<file path="config.mk">
export PLATFORM = sky130hd
export DESIGN_NAME = tt_sweep
export DESIGN_NICKNAME = d
export VERILOG_FILES = /design/src/rtl/tt_sweep.sv
export SDC_FILE = /design/constraint.sdc
export NUM_CORES = 1
export LEC_CHECK = 0
export ABC_AREA = 1
export BUFFER_PORTS_ARGS = -buffer_cell sky130_fd_sc_hd__buf_2
export CAP_MARGIN = 20
export CELL_PAD_IN_SITES_DETAIL_PLACEMENT = 0
export CELL_PAD_IN_SITES_GLOBAL_PLACEMENT = 1
export CORE_ASPECT_RATIO = 1.25
export CORE_MARGIN = 4
export CORE_UTILIZATION = 30
export DETAILED_ROUTE_END_ITERATION = 10
export PLACE_DENSITY_LB_ADDON = 0.12
export SLEW_MARGIN = 20
export SYNTH_ARGS = -nofsm -noshare
export SYNTH_HDL_FRONTEND = slang
export SYNTH_SLANG_ARGS = --single-unit
</file>
<file path="constraint.sdc">
create_clock -name clk -period 1.6 [get_ports clk]
set_input_delay 0.32 -clock clk [delete_from_list [all_inputs] [get_ports clk]]
set_output_delay 0.32 -clock clk [all_outputs]
set_load 0.05 [all_outputs]
</file>
<file path="src/rtl/tt_sweep.sv">
// tt_sweep: truth-table sweeper. Drives every minterm index onto vec in ascending order,
// holds it SETTLE cycles, samples the downstream response f_in, and builds table_out.
// When TT_COMPARE_EN is defined, the captured table is also compared against expected
// at the end of the sweep.
//
// Parameters:
//   N_IN   - minterm width; the truth table is 2**N_IN bits
//   SETTLE - cycles each minterm is held before sampling (1..15)
// Ports:
//   clk       - clock, rising edge
//   rst_n     - asynchronous active-low reset
//   start     - request a sweep (sampled only in IDLE)
//   f_in      - downstream function response for the current vec
//   expected  - reference truth table (bit m = expected response at minterm m)
//   vec       - minterm index driven downstream (MSB = first input A)
//   busy      - sweep in progress (DRIVE or SAMPLE)
//   done      - one-cycle end-of-sweep pulse
//   table_out - captured truth table
//   mismatch  - table_out ^ expected, registered at end of sweep (0 without TT_COMPARE_EN)
//   pass      - mismatch is all zero (0 without TT_COMPARE_EN)
// Configuration macro: TT_COMPARE_EN
module tt_sweep #(
  parameter int unsigned N_IN   = 4,
  parameter int unsigned SETTLE = 1
) (
  input  logic                 clk,
  input  logic                 rst_n,
  input  logic                 start,
  input  logic                 f_in,
  input  logic [2**N_IN-1:0]   expected,
  output logic [N_IN-1:0]      vec,
  output logic                 busy,
  output logic                 done,
  output logic [2**N_IN-1:0]   table_out,
  output logic [2**N_IN-1:0]   mismatch,
  output logic                 pass
);

  localparam int unsigned W = 2**N_IN;

  localparam logic [1:0] S_IDLE   = 2'd0;
  localparam logic [1:0] S_DRIVE  = 2'd1;
  localparam logic [1:0] S_SAMPLE = 2'd2;
  localparam logic [1:0] S_DONE   = 2'd3;

  localparam logic [3:0] SETTLE_V = 4'(SETTLE);

  logic [1:0]      r_state;
  logic [N_IN-1:0] r_vec;
  logic [3:0]      r_cnt;
  logic [W-1:0]    r_table;
  logic [W-1:0]    w_table_nxt;
  logic            w_last;
  logic            w_go;
  logic            w_finish;

  // Table with the current minterm's response merged in; used both for capture and for the
  // final compare so the last sample is included in mismatch/pass.
  always_comb begin
    w_table_nxt        = r_table;
    w_table_nxt[r_vec] = f_in;
  end

  assign w_last   = &r_vec;
  assign w_go     = (r_state == S_IDLE) && start;
  assign w_finish = (r_state == S_SAMPLE) && w_last;

  always_ff @(posedge clk or negedge rst_n) begin
    if (!rst_n) begin
      r_state <= S_IDLE;
      r_vec   <= '0;
      r_cnt   <= '0;
      r_table <= '0;
    end else begin
      case (r_state)
        S_IDLE: begin
          if (start) begin
            r_state <= S_DRIVE;
            r_vec   <= '0;
            r_table <= '0;
            r_cnt   <= SETTLE_V;
          end
        end
        S_DRIVE: begin
          // Counter is loaded with SETTLE on entry, so leaving at 1 gives SETTLE cycles.
          if (r_cnt <= 4'd1) begin
            r_state <= S_SAMPLE;
            r_cnt   <= '0;
          end else begin
            r_cnt <= r_cnt - 4'd1;
          end
        end
        S_SAMPLE: begin
          r_table <= w_table_nxt;
          if (w_last) begin
            r_state <= S_DONE;
          end else begin
            r_vec   <= r_vec + 1'b1;
            r_cnt   <= SETTLE_V;
            r_state <= S_DRIVE;
          end
        end
        S_DONE: begin
          r_state <= S_IDLE;
        end
        default: begin
          r_state <= S_IDLE;
        end
      endcase
    end
  end

`ifdef TT_COMPARE_EN
  logic [W-1:0] r_mismatch;
  logic         r_pass;

  // expected is looked at only on the SAMPLE->DONE edge, so mid-sweep changes are harmless.
  always_ff @(posedge clk or negedge rst_n) begin
    if (!rst_n) begin
      r_mismatch <= '0;
      r_pass     <= 1'b0;
    end else if (w_go) begin
      r_mismatch <= '0;
      r_pass     <= 1'b0;
    end else if (w_finish) begin
      r_mismatch <= w_table_nxt ^ expected;
      r_pass     <= ~|(w_table_nxt ^ expected);
    end
  end

  assign mismatch = r_mismatch;
  assign pass     = r_pass;
`else
  logic w_unused_cmp;
  assign w_unused_cmp = ^{expected, w_go, w_finish};
  assign mismatch     = '0;
  assign pass         = 1'b0;
`endif

  assign vec       = r_vec;
  assign busy      = (r_state == S_DRIVE) || (r_state == S_SAMPLE);
  assign done      = (r_state == S_DONE);
  assign table_out = r_table;

endmodule

</file>
# --- Word level (Yosys, flattened, before mapping) ---
# Index checks and enable logic that the tools add are counted.
word_totals:
  register_bits: 26
  inputBits: 20
  output_inout_bits: 39
  word_cells: 41
classes:
  addsub: 2
  magnitude_cmp: 3
  n_eq_ne: 6
  mux: 16
  reduce_logical: 10
ops:
  columns: ["cell", "count"]
  rows:
  - ["$pmux W16 S2", 1]
  - ["$mux W4", 5]
  - ["$bwmux W16", 1]
  - ["$mux W16", 1]
  - ["$pmux W4 S3", 1]
  - ["$pmux W2 S4", 1]
  - ["$pmux W4 S2", 1]
  - ["$mux W2", 3]
  - ["$ne A2 B2 Y1 const B", 3]
  - ["$reduce_and A3 Y1", 2]
  - ["$lt A4 B5 Y1 const B", 1]
  - ["$add A4 B1 Y4 const B", 1]
  - ["$demux W1 S4", 1]
  - ["$eq A2 B2 Y1 const B", 2]
  - ["$ge A4 B1 Y1 const B", 1]
  - ["$le A4 B1 Y1 const B", 1]
  - ["$reduce_and A2 Y1", 2]
  - ["$reduce_and A4 Y1", 1]
  - ["$sub A4 B1 Y4 const B", 1]
  - ["$reduce_bool A3 Y1", 1]
  - ["$eq A2 B1 Y1 const B", 1]
  - ["$logic_not A2 Y1", 1]
  - ["$reduce_bool A2 Y1", 1]
  - ["$logic_and A1 B1 Y1", 1]
  - ["2 further kinds", 2]

# --- Depth between registers and ports, before layout ---
logic_depth:
  ltp_word: 6
  ltp_mapped: 11
  ltp_nobuf: 10

# --- Worst setup path after synthesis ---
# OpenSTA, ideal clock, no wires.
synth_timing:
  path_kind: "reg2reg"
  start: "register r_vec[1] (netlist: vec[1])"
  end: "register r_cnt[0]"
  setup_time_ps: 128
  arrival_time_ps: 1497
  t_required_ps: 1472
  path_slack_ps: -24
  path_stages_with_launch: 7
  period_less_slack_ps: 1624
  path_cell_list: "dfrtp_1 ha_1 nand3_1 nor2_4 inv_1 nand2_1 o21ai_0"
synth_between:
  elab_chain_cells: 3
synth_lines:
  columns: ["item", "line", "source"]
  rows:
  - ["start: declaration", "49", "logic [N_IN-1:0] r_vec;"]
  - ["start signal: assignment", "98", "r_vec <= r_vec + 1'b1;"]
  - ["$reduce_and A4 Y1", "64", "assign w_last = &r_vec;"]
  - ["$ne A2 B2 Y1 (no line)", null, null]
  - ["$reduce_and A3 Y1 (no line)", null, null]
  - ["end signal: assignment", "90", "r_cnt <= r_cnt - 4'd1;"]
  - ["end: declaration", "50", "logic [3:0] r_cnt;"]
# Every way passes these cells.
# A chain may end at the register's enable or synchronous reset.

# --- Worst setup path in the final report ---
layout_timing:
  start: "register r_state[1]"
  end: "output port done"
layout_between:
  elab_chain_cells: 1
layout_lines:
  columns: ["item", "line", "source"]
  rows:
  - ["start: declaration", "48", "logic [1:0] r_state;"]
  - ["start signal: assignment", "70", "r_state <= S_IDLE;"]
  - ["start signal: assignment", "78", "r_state <= S_DRIVE;"]
  - ["start signal: assignment", "87", "r_state <= S_SAMPLE;"]
  - ["$eq A2 B2 Y1", "142", "assign done = (r_state == S_DONE);"]
  - ["end: declaration", "33", "output logic done,"]
# Every way passes these cells.

==> flow_summary.ini <==
[final_layout]
utilization_pct = 38.06
final_common_cell = nand2_1
diodes = 0
nets = 298
final_area_um2 = 2086
final_cell_mix = nand2_1 (58), inv_1 (27), nor2_1 (24)
fin_cells = 331
n_fill_cell = 621
area_growth_pct = 21.24
drive_gt1_share_pct = 25.09

[timing]
hold_violations = 0
fin_crit_sh_pct = 95.72
min_period_ns = 1.531
fin_ws_ns = 0.06855
slew_viol_final = 0
slew_headroom_pct = 58.07
setup_violations = 0
finalClockSkew_ns = 0.002638
rsz0062_at_grt = no
clock.fmax_ghz = 0.6530
tightest_slew_ns = 0.6289

[routing]
wl_um = 3879
vias_per_cell = 4.269
ant_nets = 0
dr.pass1.iters = 4
first_iter_violations = 30
vias = 1413
route.detailed.drc = 0
wl_per_cell_um = 11.72

[power_and_ir_drop]
ir_drop_v = 0.001370
power.density_nw_per_um2 = 1788
clkPwrFrac_pct = 15.2
power_leakage_nw = 1.200
seqPwrFrac_pct = 23.8
power_mw = 3.730
switching_share_pct = 47.30
p_sw_mw = 1.764
pwr-share-comb_pct = 61.0
intPower_mw = 1.966

[floorplanning]
ios = 59
coreArea_um2 = 5480
die_h_um = 92.67
fp.dieW_um = 75.73
rows = 30
dieArea_um2 = 7018
start_util_pct = 31.39

[cts]
clk_pin_slew_worst_paths_ns = 0.10
root_buffer = clkbuf_8
htreeDepth = 1
holdBufCountCts = 0
clock-sinks = 26
cts_buffers = 3
clock_latency_ns = 0.28
clockBufferDepth = 2
cts_tree = done

[placed_design]
place_ws_ns = -0.07609
dp_cells = 324
dpl.hpwl_um = 2993
gp_congestion = 0.7873
io_buffer_count = 25
place_area_um2 = 1922

[status]
status = complete, no violations

[min_path]
holdCritPathClass = input pin to asynchronous set/reset pin

[synthesis]
synth-adder-area-share_pct = 7.273
synth_compound_gate_area_share_pct = 9.527
synth-simple-area-share_pct = 28.07
yosysSeqAreaShare_pct = 37.82
synth_xor_area_share_pct = 0.5091
ys.flop_type = dfrtp_1
ys_warn_count = 0
netlist_instances = 228
synth.avg_cell_area_um2 = 7.546
synthDistinctLibCells = 23
synthesis.area_um2 = 1720
synth-edff-count = 0
synth_mux_area_share_pct = 0
synth_top_family_by_area = simple AND/OR/NAND/NOR gates
ys_async_sr_fraction_pct = 100.0
ys_ff_latch = 26

[flow_run]
maxCapViolCount = 0

[worst_setup_path]
arrival_ns = 1.21
path_class = flip-flop to output pin
cp-end-kind = output pin
crit_required_ns = 1.28
crit_path_start_kind = flip-flop
cp_max_fo = 4

[grt]
grt_first_pass_wirelength_um = 6658
grt_pass1_vias = 1417
grt_usage_pct = 12.38
grt_max_degree = 27
gr-total-overflow = 0
antenna_found_initial = 0
==> path summary, 6_finish.rpt <==
kind                                                start                        end  slack (ns)  depth (start not counted)
worst max-delay path               r_state[1]$_DFFE_PN0P_                       done        0.07                          3
min in group clk                                     f_in   table_out[0]$_DFFE_PN0P_        0.34                          3
worst min-delay path                                rst_n  table_out[13]$_DFFE_PN0P_        0.05                          1
worst max register to register     r_state[1]$_DFFE_PN0P_   table_out[3]$_DFFE_PN0P_        0.12                          9
worst min register to register  table_out[15]$_DFFE_PN0P_  table_out[15]$_DFFE_PN0P_        0.51                          2
max in group asynchronous                           rst_n     r_state[1]$_DFFE_PN0P_        1.11                          1
==> worst max-delay path, stage by stage (launching register included) <==
cell	delay, ns
dfrtp_2	0.46
buf_4	0.14
ha_1	0.18
buf_6	0.15
==> metal layers <==
metal | share of wire (%) | GRT usage (%) | wire (µm)
met1 | 43 | 14.33 | 1652
met2 | 53 | 22.69 | 2038
met3 | 3.5 | 1.846 | 137
met4 | 1.3 | 3.499 | 51
met5 | 0 | 0 | 0
==> Yosys cell counts (2+ instances only) <==
library cell / count / area (µm²)
o21ai_1: 12 / 60.06
nand3_1: 8 / 40.04
ha_1: 10 / 125.1
o21ai_0: 12 / 60.06
nand2_1: 58 / 217.7
inv_1: 29 / 108.9
a21oi_1: 4 / 20.02
nor2_4: 2 / 22.52
nor2_1: 24 / 90.09
buf_4: 18 / 135.1
nand2_2: 6 / 37.54
nand4_1: 5 / 31.28
nor2_2: 2 / 12.51
buf_6: 3 / 33.78
dfrtp_1: 26 / 650.6
inv_2: 2 / 7.510
==> timing repair <==
item | CTS | global route
buffers inserted | 1 | 2
setup endpoints to repair | 12 | 16
resized for setup | 3 | 12
pin swaps | 0 | 1
==> sequential cells by signal, indices dropped and copies added, names as in the netlist <==
name / flops
table_out: 16
vec: 4
r_state: 2
r_cnt: 4
==> logic make-up (layout without fill, tap and decap cells) <==
logic type	Yosys count	count (layout)
adders and majority gates	10	10
DFF	26	26
other	1	17
xor gates and xnor gates	1	1
AOI/OAI and AO/OA	31	31
buffers and inverters	52	75
and+or+nand+nor	107	107
==> power groups by stage <==
stage / registers [mW] / clock network [mW] / logic, mW
floorplan: 1.00 / 0 / 1.37
global placement: 0.894 / 0 / 2.04
detailed placement: 0.894 / 0 / 2.04
CTS: 0.880 / 0.598 / 2.09
global route: 0.911 / 0.622 / 2.54
finish: 0.889 / 0.566 / 2.27
==> layout make-up <==
| type | instances | area, µm² | area share (%) |
|---|---|---|---|
| timing repair buffer | 40 | 271.5 | 13.02 |
| inverter | 31 | 116.4 | 5.579 |
| sequential | 26 | 654.4 | 31.37 |
| clock inverter | 1 | 30.03 | 1.440 |
| tap | 64 | 80.08 | 3.839 |
| multi-input combinational | 166 | 892.1 | 42.77 |
| clock buffer | 3 | 41.29 | 1.980 |
==> stage by stage <==
| step | setup TNS (ns) | hold slack, ns |
|---|---|---|
| floorplan | 0 | 0.02441 |
| global placement | -0.7726 | 0.3826 |
| detailed placement | -0.7414 | 0.3885 |
| CTS | -0.02429 | 0.06962 |
| global route | 0 | 0.09809 |
| finish | 0 | 0.04722 |
Power figures use the tool's default switching activity.
